`src/rtl/fifo_wr_arbiter_if.sv`:
```
// fifo_wr_arbiter_if: source request/ready, FIFO write side and debug counters of the write arbiter.
interface fifo_wr_arbiter_if #(
    parameter int N_CH   = 4,
    parameter int DATA_W = 12,
    parameter int CNT_W  = 16
);
    logic                     enable_i;
    logic [N_CH-1:0]          ch_mask_i;
    logic [N_CH-1:0]          req_valid_i;
    logic [N_CH*DATA_W-1:0]   req_data_i;
    logic [N_CH-1:0]          req_ready_o;
    logic                     wr_en_o;
    logic [DATA_W-1:0]        wr_data_o;
    logic [N_CH-1:0]          grant_o;
    logic                     burst_done_o;
    logic [N_CH*CNT_W-1:0]    ch_count_o;

    modport slave (
        input  enable_i, ch_mask_i, req_valid_i, req_data_i,
        output req_ready_o, wr_en_o, wr_data_o, grant_o, burst_done_o, ch_count_o
    );

    modport master (
        output enable_i, ch_mask_i, req_valid_i, req_data_i,
        input  req_ready_o, wr_en_o, wr_data_o, grant_o, burst_done_o, ch_count_o
    );
endinterface

```
`src/rtl/fifo_wr_arbiter.sv`:
```
// fifo_wr_arbiter: round-robin burst scheduler sharing one FIFO write port between N_CH sources.
module fifo_wr_arbiter #(
    parameter int N_CH      = 4,
    parameter int DATA_W    = 12,
    parameter int BURST_LEN = 16,
    parameter int CNT_W     = 16
) (
    input  logic              rx_clk_i,
    input  logic              rst_i,
    fifo_wr_arbiter_if.slave  bus
);
    localparam int BW = $clog2(BURST_LEN + 1);
    localparam int PW = $clog2(N_CH);

    typedef enum logic {IDLE, BURST} state_t;

    state_t             r_state;
    logic [N_CH-1:0]    r_grant;
    logic [PW-1:0]      r_gidx;
    logic [PW-1:0]      r_ptr;
    logic [BW-1:0]      r_beat;
    logic               r_wr_en;
    logic [DATA_W-1:0]  r_wr_data;
    logic               r_done;
    logic [CNT_W-1:0]   r_cnt [N_CH];

    logic [N_CH-1:0]    w_elig;
    logic               w_found;
    logic [PW-1:0]      w_sel;
    logic               w_valid_g;
    logic               w_acc;
    logic               w_last;

    assign w_elig    = bus.req_valid_i & bus.ch_mask_i & {N_CH{bus.enable_i}};
    assign w_valid_g = bus.req_valid_i[r_gidx];
    assign w_acc     = (r_state == BURST) && w_valid_g;
    assign w_last    = r_beat == BW'(BURST_LEN - 1);

    // Scan downward so the closest channel after the pointer wins.
    always_comb begin
        w_found = 1'b0;
        w_sel   = '0;
        for (int i = N_CH; i >= 1; i--) begin
            if (w_elig[(int'(r_ptr) + i) % N_CH]) begin
                w_found = 1'b1;
                w_sel   = PW'((int'(r_ptr) + i) % N_CH);
            end
        end
    end

    always_ff @(posedge rx_clk_i) begin
        if (rst_i) begin
            r_state   <= IDLE;
            r_grant   <= '0;
            r_gidx    <= '0;
            r_ptr     <= PW'(N_CH - 1);
            r_beat    <= '0;
            r_wr_en   <= 1'b0;
            r_wr_data <= '0;
            r_done    <= 1'b0;
            for (int k = 0; k < N_CH; k++) r_cnt[k] <= '0;
        end else begin
            r_wr_en <= w_acc;
            r_done  <= 1'b0;
            if (w_acc) r_wr_data <= bus.req_data_i[r_gidx*DATA_W +: DATA_W];
            if (r_state == IDLE) begin
                if (w_found) begin
                    r_grant <= N_CH'(1) << w_sel;
                    r_gidx  <= w_sel;
                    r_ptr   <= w_sel;
                    r_beat  <= '0;
                    r_state <= BURST;
                end
            end else begin
                if (w_acc) begin
                    r_cnt[r_gidx] <= r_cnt[r_gidx] + CNT_W'(1);
                    r_beat        <= r_beat + BW'(1);
                end
                if (!w_valid_g || w_last) begin
                    r_done  <= 1'b1;
                    r_grant <= '0;
                    r_state <= IDLE;
                end
            end
        end
    end

    assign bus.req_ready_o  = (r_state == BURST) ? r_grant : '0;
    assign bus.wr_en_o      = r_wr_en;
    assign bus.wr_data_o    = r_wr_data;
    assign bus.grant_o      = r_grant;
    assign bus.burst_done_o = r_done;

    for (genvar k = 0; k < N_CH; k++) begin : g_cnt
        assign bus.ch_count_o[k*CNT_W +: CNT_W] = r_cnt[k];
    end
endmodule
```
`src/flat_wrapper.sv`:
```
// flat-port wrapper written by rule: the top's interface ports become plain ports
module fifo_wr_arbiter_flat 
#(
    parameter int N_CH      = 4,
    parameter int DATA_W    = 12,
    parameter int BURST_LEN = 16,
    parameter int CNT_W     = 16
)
  (rx_clk_i, rst_i, bus_enable_i, bus_ch_mask_i, bus_req_valid_i, bus_req_data_i, bus_req_ready_o, bus_wr_en_o, bus_wr_data_o, bus_grant_o, bus_burst_done_o, bus_ch_count_o);
  fifo_wr_arbiter_if #(.N_CH(N_CH), .DATA_W(DATA_W), .CNT_W(CNT_W)) bus_i ();
  input  logic rx_clk_i;
  input  logic rst_i;
  input wire logic [$bits(bus_i.enable_i)-1:0] bus_enable_i;
  input wire logic [$bits(bus_i.ch_mask_i)-1:0] bus_ch_mask_i;
  input wire logic [$bits(bus_i.req_valid_i)-1:0] bus_req_valid_i;
  input wire logic [$bits(bus_i.req_data_i)-1:0] bus_req_data_i;
  output wire logic [$bits(bus_i.req_ready_o)-1:0] bus_req_ready_o;
  output wire logic [$bits(bus_i.wr_en_o)-1:0] bus_wr_en_o;
  output wire logic [$bits(bus_i.wr_data_o)-1:0] bus_wr_data_o;
  output wire logic [$bits(bus_i.grant_o)-1:0] bus_grant_o;
  output wire logic [$bits(bus_i.burst_done_o)-1:0] bus_burst_done_o;
  output wire logic [$bits(bus_i.ch_count_o)-1:0] bus_ch_count_o;
  assign bus_i.enable_i = bus_enable_i;
  assign bus_i.ch_mask_i = bus_ch_mask_i;
  assign bus_i.req_valid_i = bus_req_valid_i;
  assign bus_i.req_data_i = bus_req_data_i;
  assign bus_req_ready_o = bus_i.req_ready_o;
  assign bus_wr_en_o = bus_i.wr_en_o;
  assign bus_wr_data_o = bus_i.wr_data_o;
  assign bus_grant_o = bus_i.grant_o;
  assign bus_burst_done_o = bus_i.burst_done_o;
  assign bus_ch_count_o = bus_i.ch_count_o;
  fifo_wr_arbiter #(.N_CH(N_CH), .DATA_W(DATA_W), .BURST_LEN(BURST_LEN), .CNT_W(CNT_W)) u_core (.rx_clk_i(rx_clk_i), .rst_i(rst_i), .bus(bus_i));
endmodule
```
`config.mk`:
```
export PLATFORM = sky130hd
export DESIGN_NAME = fifo_wr_arbiter_flat
export DESIGN_NICKNAME = d
export VERILOG_FILES = /design/src/rtl/fifo_wr_arbiter_if.sv /design/src/rtl/fifo_wr_arbiter.sv /design/src/flat_wrapper.sv
export SDC_FILE = /design/constraint.sdc
export NUM_CORES = 1
export LEC_CHECK = 0
export BUFFER_PORTS_ARGS = -buffer_cell sky130_fd_sc_hd__buf_2
export CAP_MARGIN = 20
export CORE_MARGIN = 2
export CORE_UTILIZATION = 46
export CTS_CLUSTER_DIAMETER = 40
export CTS_CLUSTER_SIZE = 12
export DETAILED_ROUTE_END_ITERATION = 8
export GPL_TIMING_DRIVEN = 0
export PLACE_DENSITY = 0.82
export SETUP_SLACK_MARGIN = 0.4
export SKIP_CTS_REPAIR_TIMING = 1
export SYNTH_ARGS = -nofsm -noshare
export SYNTH_HDL_FRONTEND = slang
export SYNTH_SLANG_ARGS = --single-unit
```
`constraint.sdc`:
```
create_clock -name rx_clk_i -period 2 [get_ports rx_clk_i]
set_input_delay 0.4 -clock rx_clk_i [delete_from_list [all_inputs] [get_ports rx_clk_i]]
set_output_delay 0.4 -clock rx_clk_i [all_outputs]
set_load 0.03 [all_outputs]
```
Word level (Yosys, flattened, before mapping)
Memory sizes are Yosys's and may differ from the RTL's. A register that Yosys moved wholly into a read port is not among the register bits.
Cells that the tools add are included.
{"block": "op_classes", "addsub": 6, "n_mul": 1, "div_mod_pow": 0, "magnitude_cmp": 5, "n_eq_ne": 3, "shifts": 2, "muxes": 44, "bitwise": 7, "reduce_logical": 13}
{"op": "$shiftx A48 B7 Y12", "n": 1}
{"op": "$mux W1", "n": 24}
{"op": "$add A16 B1 Y16 const B", "n": 1}
{"op": "$lt A3 B4 Y1 const B", "n": 4}
{"op": "$mux W16", "n": 1}
{"op": "$mux W4", "n": 4}
{"op": "$reduce_or A16 Y1", "n": 1}
{"op": "$mux W5", "n": 3}
{"op": "$mux W2", "n": 7}
{"op": "$bmux W1 S2", "n": 5}
{"op": "$reduce_or A2 Y1", "n": 5}
{"op": "$and A4 B4 Y4", "n": 2}
{"op": "$reduce_and A2 Y1", "n": 3}
{"op": "$add A5 B1 Y5 const B", "n": 1}
{"op": "$eq A5 B4 Y1 const B", "n": 1}
{"op": "$add A2 B1 Y2 const B", "n": 2}
{"op": "$add A2 B2 Y2 const B", "n": 2}
{"op": "$and A1 B1 Y1 const A", "n": 4}
{"op": "$mul A2 B2 Y4 const B", "n": 1}
{"op": "$ne A2 B2 Y1 const B", "n": 2}
{"op": "$shl A1 B2 Y4 const A", "n": 1}
{"op": "$lt A2 B3 Y1 const B", "n": 1}
{"op": "$reduce_bool A2 Y1", "n": 1}
{"op": "$logic_and A1 B1 Y1", "n": 1}
{"op": "other kinds (3)", "n": 3}
{"block": "totals", "ff_bits": 28, "latch_bits": 0, "ramBits": 64, "mem_bits_ro": 0, "inputBits": 59, "output_inout_bits": 86, "elab_cells": 90, "memories": 1}
{"memory": "u_core.r_cnt", "depth": 4, "width": 16, "read_ports": 5, "rd_ports_with_merged_regs": 1, "write_ports": 4, "line": "fifo_wr_arbiter.sv:25", "rtl": "logic [CNT_W-1:0] r_cnt [N_CH];"}

Depth between registers and ports, before layout
Gate-level depths: netlist of the first run.
{"block": "depth", "word_depth": 13, "depth_mapped": 8, "ltp_nobuf": 8}

Least setup slack after synthesis of the first run
Ideal clock, no wire load.
{"block": "synth_timing", "kind": "flip-flop to flip-flop", "startpoint": "register with a tool-made name", "endpoint": "memory u_core.r_cnt[2][14] (data pin)", "setup_ns": 0.265, "arrival_time_ns": 1.947, "required_ns": 1.735, "setup_slack_ns": -0.212, "path_stages_with_launch": 9, "path_buffers": 2, "synth_period_minus_slack_ns": 2.212, "cell_sequence": "dfxtp_1 -> buf_6 -> buf_8 -> mux4_2 -> ha_1 -> nand2_1 -> nor4_2 -> xnor2_1 -> nor2_1"}
{"item": "to (decl)", "line": "fifo_wr_arbiter.sv:25"}

==> flow_summary.ini, run 1 <==
[run_status]
outcome = finished with violations
violations = negative setup slack

[clock_tree]
root_buffer = clkbuf_8
clk_latency_ns = 0.37
cts.sinks = 94
cts_tree = yes
clock_path_buffers = 2
cts_buffers = 9
h-tree-depth = 3
clkTransAtPathRegs_ns = 0.10

[floorplan]
die-width_um = 103
dieArea_um2 = 10600
coreArea_um2 = 9640
initial_core_util_pct = 46.9
die_h_um = 103
rows = 36
ios = 145

[global_routing]
antenna_found_initial = 0
overflow = 0
grt_pass1_vias = 3499
grt_use_total_pct = 22.5
grt_pass1_wl_um = 17900
grt_max_degree = 17

[route]
wl_per_cell_um = 20.7
ant_nets = 0
viasPerCell = 5.62
vias = 3940
drt_iter0_drc = 235
wl_um = 14500
drt_pass1_iterations = 5
drcViolationCount = 0

[layout]
syn2layout_area_growth_pct = 47.2
finalInstanceArea_um2 = 6650
instances_no_fill = 701
n_antenna_cell = 0
nets = 625
fin_util_pct = 69.0
most-common-layout-cells = buf_2, nor2_1, edfxtp_1
drive_gt1_share_pct = 57.4
fill_cells = 676
final_common_cell = buf_2

[synthesis]
yosysTopAreaCell = edfxtp_1
yosys.area_share.simple_pct = 16.8
ys_ff_latch = 94
synth_mux_area_share_pct = 14.9
synth_xor_area_share_pct = 3.27
synth_top_area_share_pct = 42.5
synth-edff-count = 64
syn_area_per_cell_um2 = 12.3
synth_nets = 428
synth_top_family_by_area = simple AND/OR/NAND/NOR gates
yosysSeqAreaShare_pct = 55.8
synthArstFlopShare_pct = 0
synth.distinct_cells = 44
synthesis.area_um2 = 4520
ys.flop_type = edfxtp_1
yosys_warnings = 0
synth_cells = 366
synth_compound_area_share_pct = 5.15
netlist_top_cells_area = edfxtp_1, dfxtp_1, mux4_2, nor2_1, nand2_1
synth_fa_ha_area_share_pct = 1.27

[setup_path]
cp-end-kind = flop
critPathArrivalTime_ns = 2.30
critPathRequiredTime_ns = 2.12
startpoint_type = flop
cp_max_fo = 8
path_class = flop to flop

[power_and_ir_drop]
total_leakage_power_nw = 2.80
ir_worst_vdd_mv = 0.373
powerDensity_nw_per_um2 = 667

[run]
drv_cap = 0

[timing]
maxSlewHeadroom_pct = 48.8
worstMarginPinSlew_ns = 0.768
rsz0062_at_grt = true
finClkSkew_ns = 0.0226
fin_ws_ns = -0.175
slew_viol_final = 0
setup_viol = 52
layout_min_cycle_time_ns = 2.17
whs_ns = 0.419
min_period_over_period_pct = 109
finalHoldViolCount = 0
max_freq_mhz = 460
finalSetupTns_ns = -4.91

[placement]
dp.cells = 643
place.gp.congestion = 0.881
port_buffers = 144
dpl_cell_area_um2 = 5500
dp_hpwl_um = 8810

[worst_hold_path]
min_path_type = input pin to flop
metrics by stage:
stage / worst slack, ns / power (W)
final: -0.175 / 0.00443
after global routing: -0.243 / 0.00454
after CTS: -0.411 / 0.00417
after detailed placement: -0.378 / 0.00293
after global placement: -0.324 / 0.00291
after floorplan: -0.0616 / 0.00270
metal layers:
metal / GRT usage [%] / share of wire [%]
met5: 0 / 0
met4: 5.06 / 1.9
met3: 4.47 / 7.4
met2: 39.9 / 53
met1: 28.5 / 37
critical path, cell delays in order, from the launching register on:
cell     delay [ns]
dfxtp_2        0.34
buf_12         0.15
buf_12         0.13
mux4_2         0.56
ha_4           0.23
and3_1         0.18
xnor2_2        0.24
nor2_1         0.11
cell type report:
type	count	area, µm²	share of cell area [%]
tap	133	166	2.50
clock buffer	11	141	2.13
multi-input combinational	249	2330	35.1
timing repair buffer	183	1160	17.5
clock inverter	5	56.3	0.847
sequential	94	2530	38.0
buffer	20	230	3.46
inverter	6	27.5	0.414
where the power goes:
part / internal [W] / switching [W] / leakage, nW / total [W]
Combinational: 0.000377 / 0.000548 / 1.80 / 0.000925
Sequential: 0.00215 / 0.0000488 / 0.907 / 0.00220
Clock: 0.000615 / 0.000695 / 0.101 / 0.00131
worst paths after layout:
check                                                     startpoint                              endpoint  slack, ns  cells past startpoint
worst max-delay path                                            flop      u_core.r_cnt[2][6]$_SDFFCE_PN0P_      -0.17                      7
worst min-delay path                                           rst_i    u_core.bus.burst_done_o$_SDFF_PP0_       0.42                      3
worst max register to register                                  flop      u_core.r_cnt[2][6]$_SDFFCE_PN0P_      -0.17                      7
worst min register to register  u_core.bus.wr_data_o[2]$_SDFFE_PP0P_  u_core.bus.wr_data_o[2]$_SDFFE_PP0P_       0.48                      2
cells in the mapped netlist, types with 2 or more instances:
cell / instances
a21bo_2: 2
a21oi_1: 25
a22o_1: 2
a31oi_1: 2
and2_1: 5
and3_1: 3
buf_2: 6
clkbuf_1: 11
dfxtp_1: 30
edfxtp_1: 64
ha_1: 3
inv_1: 6
maj3_1: 2
mux4_1: 5
mux4_2: 24
nand2_1: 43
nand2b_1: 4
nand3_1: 8
nand3b_1: 3
nand4_1: 2
nand4_4: 2
nor2_1: 72
nor3_1: 4
nor4_2: 3
nor4b_2: 2
o21ai_0: 2
xnor2_1: 11
xor2_1: 4
state kept, by name (all words and copies together), names as in the netlist, named ones only:
name / count
u_core.r_gidx: 2
u_core.r_beat: 5
u_core.bus.grant_o: 4
u_core.r_state: 1
u_core.bus.wr_en_o: 1
u_core.r_cnt: 64
u_core.r_ptr: 2
u_core.bus.wr_data_o: 12
u_core.bus.burst_done_o: 1
cells by family (layout without fill, tap and decap cells):
| group | count (synthesis) | after routing |
|---|---|---|
| and+or+nand+nor | 157 | 159 |
| DFF | 94 | 94 |
| AOI/OAI and AO/OA | 39 | 40 |
| muxes | 29 | 29 |
| buffers and inverters | 26 | 225 |
| xor gates and xnor gates | 16 | 16 |
| adders and majority gates | 5 | 5 |
Note: power is estimated with default switching activity, not from simulation.
==> inputs of run 2 (changes only) <==
--- a/config.mk
+++ b/config.mk
@@ -8,13 +8,13 @@
 export BUFFER_PORTS_ARGS = -buffer_cell sky130_fd_sc_hd__buf_2
 export CAP_MARGIN = 20
 export CORE_MARGIN = 2
-export CORE_UTILIZATION = 46
+export CORE_UTILIZATION = 48
+export CTS_BUF_LIST = sky130_fd_sc_hd__clkbuf_2 sky130_fd_sc_hd__clkbuf_4 sky130_fd_sc_hd__clkbuf_8
 export CTS_CLUSTER_DIAMETER = 40
 export CTS_CLUSTER_SIZE = 12
 export DETAILED_ROUTE_END_ITERATION = 8
 export GPL_TIMING_DRIVEN = 0
-export PLACE_DENSITY = 0.82
-export SETUP_SLACK_MARGIN = 0.4
+export PLACE_DENSITY = 0.85
 export SKIP_CTS_REPAIR_TIMING = 1
 export SYNTH_ARGS = -nofsm -noshare
 export SYNTH_HDL_FRONTEND = slang
==> run 2 against run 1 <==
Compared with the run above: the run still ends with negative setup slack left; global-route usage rose by 0.29 points; clock power fell by 9%; worst hold slack worse by 0.026 ns; combinational power decreased by 16%; cell count fell by 6.3%; first-iteration DRC count is 27% lower; sequential cell count unchanged; critical path depth stayed put; core utilization shrank 3.3 points; maximum frequency rose by 0.81%; via count shrank 7.1%; critical endpoint is now u_core.r_cnt[3][9]$_DFFE_PP_.
==> flow_summary.ini, run 2 (synthesized netlist as in run 1, its figures left out) <==
[run_status]
outcome = finished with violations
violations = negative setup slack

[route]
drcViolationCount = 0
vias = 3660
drt_iter0_drc = 171
wl_um = 12300
viasPerCell = 5.57
ant_nets = 0
wl_per_cell_um = 18.7
drt_pass1_iterations = 7

[timing]
layout_min_cycle_time_ns = 2.16
setup_viol = 52
maxSlewHeadroom_pct = 54.2
min_period_over_period_pct = 108
fin_ws_ns = -0.157
rsz0062_at_grt = true
max_freq_mhz = 464
finClkSkew_ns = 0.0183
finalSetupTns_ns = -5.23
worstMarginPinSlew_ns = 0.680
finalHoldViolCount = 0
slew_viol_final = 0

[power_and_ir_drop]
switching_power_w = 0.00125
seqPwrFrac_pct = 52.9
combPwrFrac_pct = 18.5
ir_worst_vdd_mv = 0.407
p_int_w = 0.00292
switching_share_pct = 29.9
p_clk_share_pct = 28.6
powerDensity_nw_per_um2 = 691
total_leakage_power_nw = 2.52

[layout]
final_common_cell = buf_2
fin_util_pct = 65.6
syn2layout_area_growth_pct = 33.7
drive_gt1_share_pct = 47.3
most-common-layout-cells = buf_2, nor2_1, edfxtp_1
fill_cells = 682
nets = 603
largest_register = u_core.r_cnt
n_antenna_cell = 0
largest_register_ff_count = 64

[setup_path]
r2r_slack_ns = -0.16
reg2regPathDepth = 7
cp_max_fo = 8
cp-end-kind = flop
startpoint_type = flop
critPathRequiredTime_ns = 2.11
path_class = flop to flop
critPathArrivalTime_ns = 2.27

[global_routing]
grt_pass1_wl_um = 17500
grt_pass1_vias = 3518
grt_use_total_pct = 22.8
antenna_found_initial = 0
overflow = 0
grt_max_degree = 18

[floorplan]
dieArea_um2 = 10200
die_h_um = 101
ios = 145
initial_core_util_pct = 49.1
coreArea_um2 = 9200
die-width_um = 101
rows = 35

[worst_hold_path]
min-delay-start = rst_i
worst_hold_path.num_cells = 3
min_path_type = input pin to flop

[run]
drv_cap = 0

[placement]
dp_hpwl_um = 8420
port_buffers = 144
place.gp.congestion = 0.826
dp_slack_ns = -0.481

[clock_tree]
clk_latency_ns = 0.37
cts.sinks = 94
cts_buffers = 9
root_buffer = clkbuf_8
clock_path_buffers = 2
clkTransAtPathRegs_ns = 0.10
h-tree-depth = 3
cts_tree = yes
[run 2: cell type report]
cell class | count | area, µm² | area share [%]
buffer | 17 | 134 | 2.22
multi-input combinational | 248 | 2110 | 35.0
timing repair buffer | 165 | 925 | 15.3
inverter | 6 | 22.5 | 0.373
clock inverter | 7 | 57.6 | 0.953
sequential | 94 | 2520 | 41.8
tap | 111 | 139 | 2.30
clock buffer | 9 | 124 | 2.05
[run 2: path summary, 6_finish.rpt]
| check | to |
|---|---|
| max | u_core.r_cnt[3][9]$_DFFE_PP_ |
| max reg2reg | u_core.r_cnt[3][9]$_DFFE_PP_ |
| min | u_core.bus.burst_done_o$_SDFF_PP0_ |
| min reg2reg | u_core.bus.wr_data_o[2]$_SDFFE_PP0P_ |
[run 2: power groups by stage]
stage	logic, W	registers [W]	clock network, W
3_3_place_gp	0.000655	0.00223	0
4_1_cts	0.000673	0.00220	0.00118
3_5_place_dp	0.000672	0.00224	0
2_1_floorplan	0.000318	0.00237	0
6_report	0.000773	0.00221	0.00119
5_1_grt	0.000827	0.00221	0.00127
[run 2: layer usage]
layer / global-route usage (%) / vias to the layer above / share of wire (%)
met4: 5.41 / 0 / 1.2
met2: 40.0 / 182 / 52
met3: 6.17 / 15 / 6.9
li1: - / 1693 / -
met1: 28.0 / 1770 / 40
met5: 0 / - / 0
[run 2: stage by stage]
| step | hold WS, ns | instances | instance area [µm²] | total power (W) |
|---|---|---|---|---|
| 6_report | 0.393 | 657 | 6040 | 0.00417 |
| 5_1_grt | 0.402 | 657 | 6040 | 0.00431 |
| 4_1_cts | 0.380 | 637 | 5590 | 0.00405 |
| 3_5_place_dp | 0.447 | 621 | 5410 | 0.00291 |
| 3_3_place_gp | 0.443 | 621 | 5410 | 0.00289 |
| 2_1_floorplan | 0.464 | 366 | 4550 | 0.00269 |
[run 2: critical path: stages (launching register included)]
cell and delay, ns:
dfxtp_2 0.35, buf_12 0.15, buf_12 0.13, mux4_2 0.57
nand3_2 0.19, nor3_1 0.10, xnor2_1 0.32, nor2_1 0.09
